===== src/rtl/serial_subtractor.sv =====
// serial_subtractor: bit-serial WIDTH-bit subtractor built around one
// full-subtractor cell. It processes one bit per clock, LSB first, under a
// start/ready handshake.
//
// Ports:
//   clk        rising-edge clock
//   rst_n      asynchronous active-low reset
//   start      request, sampled only while ready=1
//   a, b       minuend / subtrahend, captured on the accepting edge
//   borrow_in  initial borrow, captured on the accepting edge
//   ready      high in IDLE only (registered)
//   valid      one-cycle pulse when the result is published (registered)
//   diff       a - b - borrow_in mod 2^WIDTH (registered, held until next result)
//   borrow_out final borrow, i.e. unsigned a < b + borrow_in (registered)
//   overflow   signed overflow of the subtraction (registered)
module serial_subtractor #(
  parameter int unsigned WIDTH = 8
) (
  input  logic             clk,
  input  logic             rst_n,
  input  logic             start,
  input  logic [WIDTH-1:0] a,
  input  logic [WIDTH-1:0] b,
  input  logic             borrow_in,
  output logic             ready,
  output logic             valid,
  output logic [WIDTH-1:0] diff,
  output logic             borrow_out,
  output logic             overflow
);

  localparam int unsigned CNT_W = (WIDTH > 1) ? $clog2(WIDTH) : 1;
  localparam int unsigned RES_W = WIDTH - 1;

  typedef enum logic [1:0] {
    IDLE  = 2'd0,
    SHIFT = 2'd1,
    DONE  = 2'd2
  } state_t;

  state_t             state, state_d;
  logic               ready_d, valid_d;
  logic [WIDTH-1:0]   a_sr, b_sr;
  logic [RES_W-1:0]   res_sr;
  logic               br;
  logic [CNT_W-1:0]   cnt;

  logic               a_bit, b_bit, d_bit, br_next, last_bit;

  // Full-subtractor cell on the current operand LSBs and running borrow.
  assign a_bit    = a_sr[0];
  assign b_bit    = b_sr[0];
  assign d_bit    = a_bit ^ b_bit ^ br;
  assign br_next  = (~a_bit & b_bit) | (~(a_bit ^ b_bit) & br);
  assign last_bit = (cnt == CNT_W'(WIDTH - 1));

  // Next-state and next-output logic.
  always_comb begin
    state_d = state;
    ready_d = 1'b0;
    valid_d = 1'b0;
    case (state)
      IDLE:    if (start) state_d = SHIFT;
      SHIFT:   if (last_bit) state_d = DONE;
      DONE:    state_d = IDLE;
      default: state_d = IDLE;
    endcase
    ready_d = (state_d == IDLE);
    valid_d = (state_d == DONE);
  end

  // State and handshake registers.
  always_ff @(posedge clk or negedge rst_n) begin
    if (!rst_n) begin
      state <= IDLE;
      ready <= 1'b1;
      valid <= 1'b0;
    end else begin
      state <= state_d;
      ready <= ready_d;
      valid <= valid_d;
    end
  end

  // Operand/result shift registers, counter and published results.
  always_ff @(posedge clk or negedge rst_n) begin
    if (!rst_n) begin
      a_sr       <= '0;
      b_sr       <= '0;
      res_sr     <= '0;
      br         <= 1'b0;
      cnt        <= '0;
      diff       <= '0;
      borrow_out <= 1'b0;
      overflow   <= 1'b0;
    end else begin
      case (state)
        IDLE: begin
          if (start) begin
            a_sr   <= a;
            b_sr   <= b;
            br     <= borrow_in;
            res_sr <= '0;
            cnt    <= '0;
          end
        end
        SHIFT: begin
          a_sr   <= a_sr >> 1;
          b_sr   <= b_sr >> 1;
          // New difference bit enters at the top; the oldest bit drops off
          // only after it has been published.
          res_sr <= RES_W'({d_bit, res_sr} >> 1);
          br     <= br_next;
          if (!last_bit) begin
            cnt <= cnt + CNT_W'(1);
          end else begin
            // On the last bit the operand LSBs are the captured MSBs.
            diff       <= {d_bit, res_sr};
            borrow_out <= br_next;
            overflow   <= (a_bit ^ b_bit) & (d_bit ^ a_bit);
          end
        end
        default: ;
      endcase
    end
  end

endmodule


===== config.mk =====
export PLATFORM = sky130hd
export DESIGN_NAME = serial_subtractor
export DESIGN_NICKNAME = d
export VERILOG_FILES = /design/src/rtl/serial_subtractor.sv
export SDC_FILE = /design/constraint.sdc
export NUM_CORES = 1
export LEC_CHECK = 0
export ABC_AREA = 1
export BUFFER_PORTS_ARGS = -buffer_cell sky130_fd_sc_hd__buf_4
export CAP_MARGIN = 15
export CORE_MARGIN = 2
export CORE_UTILIZATION = 52
export DETAILED_ROUTE_END_ITERATION = 10
export MAX_ROUTING_LAYER = met4
export PLACE_DENSITY = 0.75
export RECOVER_POWER = 50
export SYNTH_ARGS = -nofsm -noshare
export SYNTH_HDL_FRONTEND = slang
export SYNTH_SLANG_ARGS = --single-unit
export TNS_END_PERCENT = 10

===== constraint.sdc =====
create_clock -name clk -period 1.6 [get_ports clk]
set_input_delay 0.32 -clock clk [delete_from_list [all_inputs] [get_ports clk]]
set_output_delay 0.32 -clock clk [all_outputs]
set_load 0.01 [all_outputs]

==> run summary <==
Global route overflow: 0
Adder-cell share of the synthesized area: 0.03040
Clock Skews: 0.005777 ns
Commonest non-fill, non-tap cell in the layout: nand2_1
Die Footprint: 4139 µm²
Final TNS setup: 0 ns
Final hold viol count: 0
Worst slew pin tran: 0.9592 ns
Final period util: 0.8971
Hold Crit Start: a[7]
Die width: 64.34 µm
CP Depth: 5
CP cell instances: fa_1 -> nor2_1 -> nor2_1 -> nand3_1 -> nand2_1
Worst hold path class: input port to flip-flop
Register area share after synthesis: 0.5426
Synth top area cells: dfrtp_1 53%, nand2_1 19%, nand3_1 5.6%
DP HPWL: 2446 µm
IO Port Bufs: 31
Fraction of the mapped netlist area in compound gates: 0.05948
Pre-antenna DRT Iters: 7
Power per Cell Area: 1831 nW/µm²
Placer Congestion: 0.7872
Slew Limit Fails: 0
Crit start category: flip-flop
Via Count: 1469
R2r setup slk: 0.16 ns
Post-Syn Nets: 241
CTS resizes: 0
H-tree levels: 2
CP Capture Type: flip-flop
Largest net degree at the start of global routing: 42
Slew margin rel.: 0.3605
Top cell type's share of synthesized area: 0.5288
IO Count: 32
Post-synthesis register bit count: 41
Final ANT Viol Nets: 0
WL/cell: 11.82 µm
DP Area: 2137 µm²
Slowest cell delay on critical path: 0.63 ns
All-Layer GR Usage: 0.1997
Clock root buffer: clkbuf_4
Min-Delay Path Depth: 3
Max rail drop VDD: 0.9774 mV
CTS tree: yes
Slowest CP cell: fa_1
Layout cells sized above 1: 0.2151
First-pass GRT wire length: 6065 µm
Ant diodes: 0
Initial Utilization: 0.5542
Finished layout cell area: 2177 µm²
DRT iter0 DRCs: 103
Gate Count Post-Synth: 217
Worst-path fanout max: 5
Most frequent cells in the layout: 97 x nand2_1, 40 x dfrtp_1, 28 x buf_4
Vias in the first global route: 1357
Yosys Warn Count: 0
Yosys top cell by area: dfrtp_1
Largest family of logic cells by synthesized area: simple AND/OR/NAND/NOR gates
Synth Area in XOR/XNOR: 0
Core ar.: 3416 µm²
DIE HEIGHT: 64.34 µm
Routed wire length: 3511 µm
RR Startpoint: a_sr[0]
Nets@finish: 274
Clk sinks: 41
Clk Latency, worst-skew pair: 0.35 ns
Setup WS pre-CTS: 0.1664 ns
Syn avg cell area: 8.724 µm²
Worst setup margin: 0.1646 ns
Synth cell types: 21
Synth Area in Simple Gates: 0.2981
Syn-to-layout area delta: 15.00%
CP dominant cell by count: nor2_1
Critical path class: flip-flop to flip-flop
RSZ-0062 raised after global routing: no
Family with the most delay on the worst path: adder cells
Crit path required time: 1.89 ns
Vias per inst: 4.946
Mapped Area: 1893 µm²
Worst path bufs/invs: 0
Final setup fails: 0
Crit path DAT: 1.73 ns
Initial antenna violation count: 0
Hold path endpoint: a_sr[7]
DRC: 0
Core Rows: 21
Mux share of post-synthesis cell area: 0
Status: complete, no violations
Fmax achieved: 0.6967 GHz
Leakage power: 1.192 nW
Worst-path clk slew: 0.11 ns
R2R cell count: 5
Worst-case clock buffer depth: 2
Cts bufs inserted: 5
Fin crit period: 1.435 ns
Reg2reg end: overflow
MaxCap Viol Count: 0
[metrics by stage]
stage               power [mW]  cells  hold slack [ns]  utilization
floorplan                3.074    217          0.02441            -
CTS                      4.053    297           0.1608       0.6436
finish                   3.986    297           0.1652       0.6374
detailed placement       3.561    288           0.3269       0.6256
global route             4.384    297           0.1561       0.6374
global placement         3.511    288           0.3295       0.6256
[what timing repair did]
action                    CTS  global route
buffers inserted            0             0
hold buffers                1             0
hold endpoints to repair   40             0
[layer usage]
| metal | up-vias | wire (µm) | global-route usage |
|---|---|---|---|
| met5 | - | 0 | - |
| met3 | 7 | 147 | 0.06338 |
| met1 | 676 | 1729 | 0.2684 |
| met2 | 26 | 1591 | 0.2865 |
| li1 | 760 | - | - |
| met4 | 0 | 43 | 0.07181 |
[power by group]
| part | total [mW] | internal (mW) | switching, mW |
|---|---|---|---|
| registers | 1.71 | 1.47 | 0.236 |
| logic | 1.78 | 0.702 | 1.08 |
| clock network | 0.495 | 0.168 | 0.327 |
[kinds of logic (layout without fill, tap and decap cells)]
family          count (synthesis)  count (layout)
fa+ha+maj                       4               4
compound gates                 15              15
buf+inv                        25              59
flops                          41              41
simple gates                  132             132
[registers in the layout, indices dropped and copies added (netlist names)]
signal,flops
overflow,1
state,2
valid,1
borrow_out,1
cnt,3
br,1
b_sr,8
res_sr,7
ready,1
diff,8
a_sr,8
[worst max-delay path by stage]
| stage | endpoint | slack [ns] | from |
|---|---|---|---|
| 6_report | overflow | 0.16 | a_sr[0] |
| 3_3_place_gp | overflow | 0.21 | a_sr[0] |
| 5_1_grt | overflow | 0.06 | a_sr[0] |
| 3_5_place_dp | overflow | 0.17 | a_sr[0] |
| 2_1_floorplan | overflow | 0.29 | a_sr[0] |
| 4_1_cts | overflow | 0.14 | a_sr[0] |
[synth_stat cells (all sizes together)]
library cell,number
fa,1
buf,9
o22ai,6
o21ai,9
nand3,21
dfrtp,40
ha,3
nor2,6
or2,1
dfstp,1
nand4,3
inv,16
nand2,101
[worst reg2reg max path, stage by stage (launching register included)]
cell,delay (ns)
dfrtp_1,0.46
fa_1,0.63
nor2_1,0.06
nor2_1,0.09
nand3_1,0.07
nand2_1,0.08
[cell type report]
type	instances	area, µm²
flip-flops and latches	41	1027
clock buffers	6	41.29
well taps	46	57.56
inverters	16	62.56
multi-input cells	151	734.5
clock inverters	2	10.01
repair buffers	35	244.0
fillers	332	1239
Power figures use the tool's default switching activity.
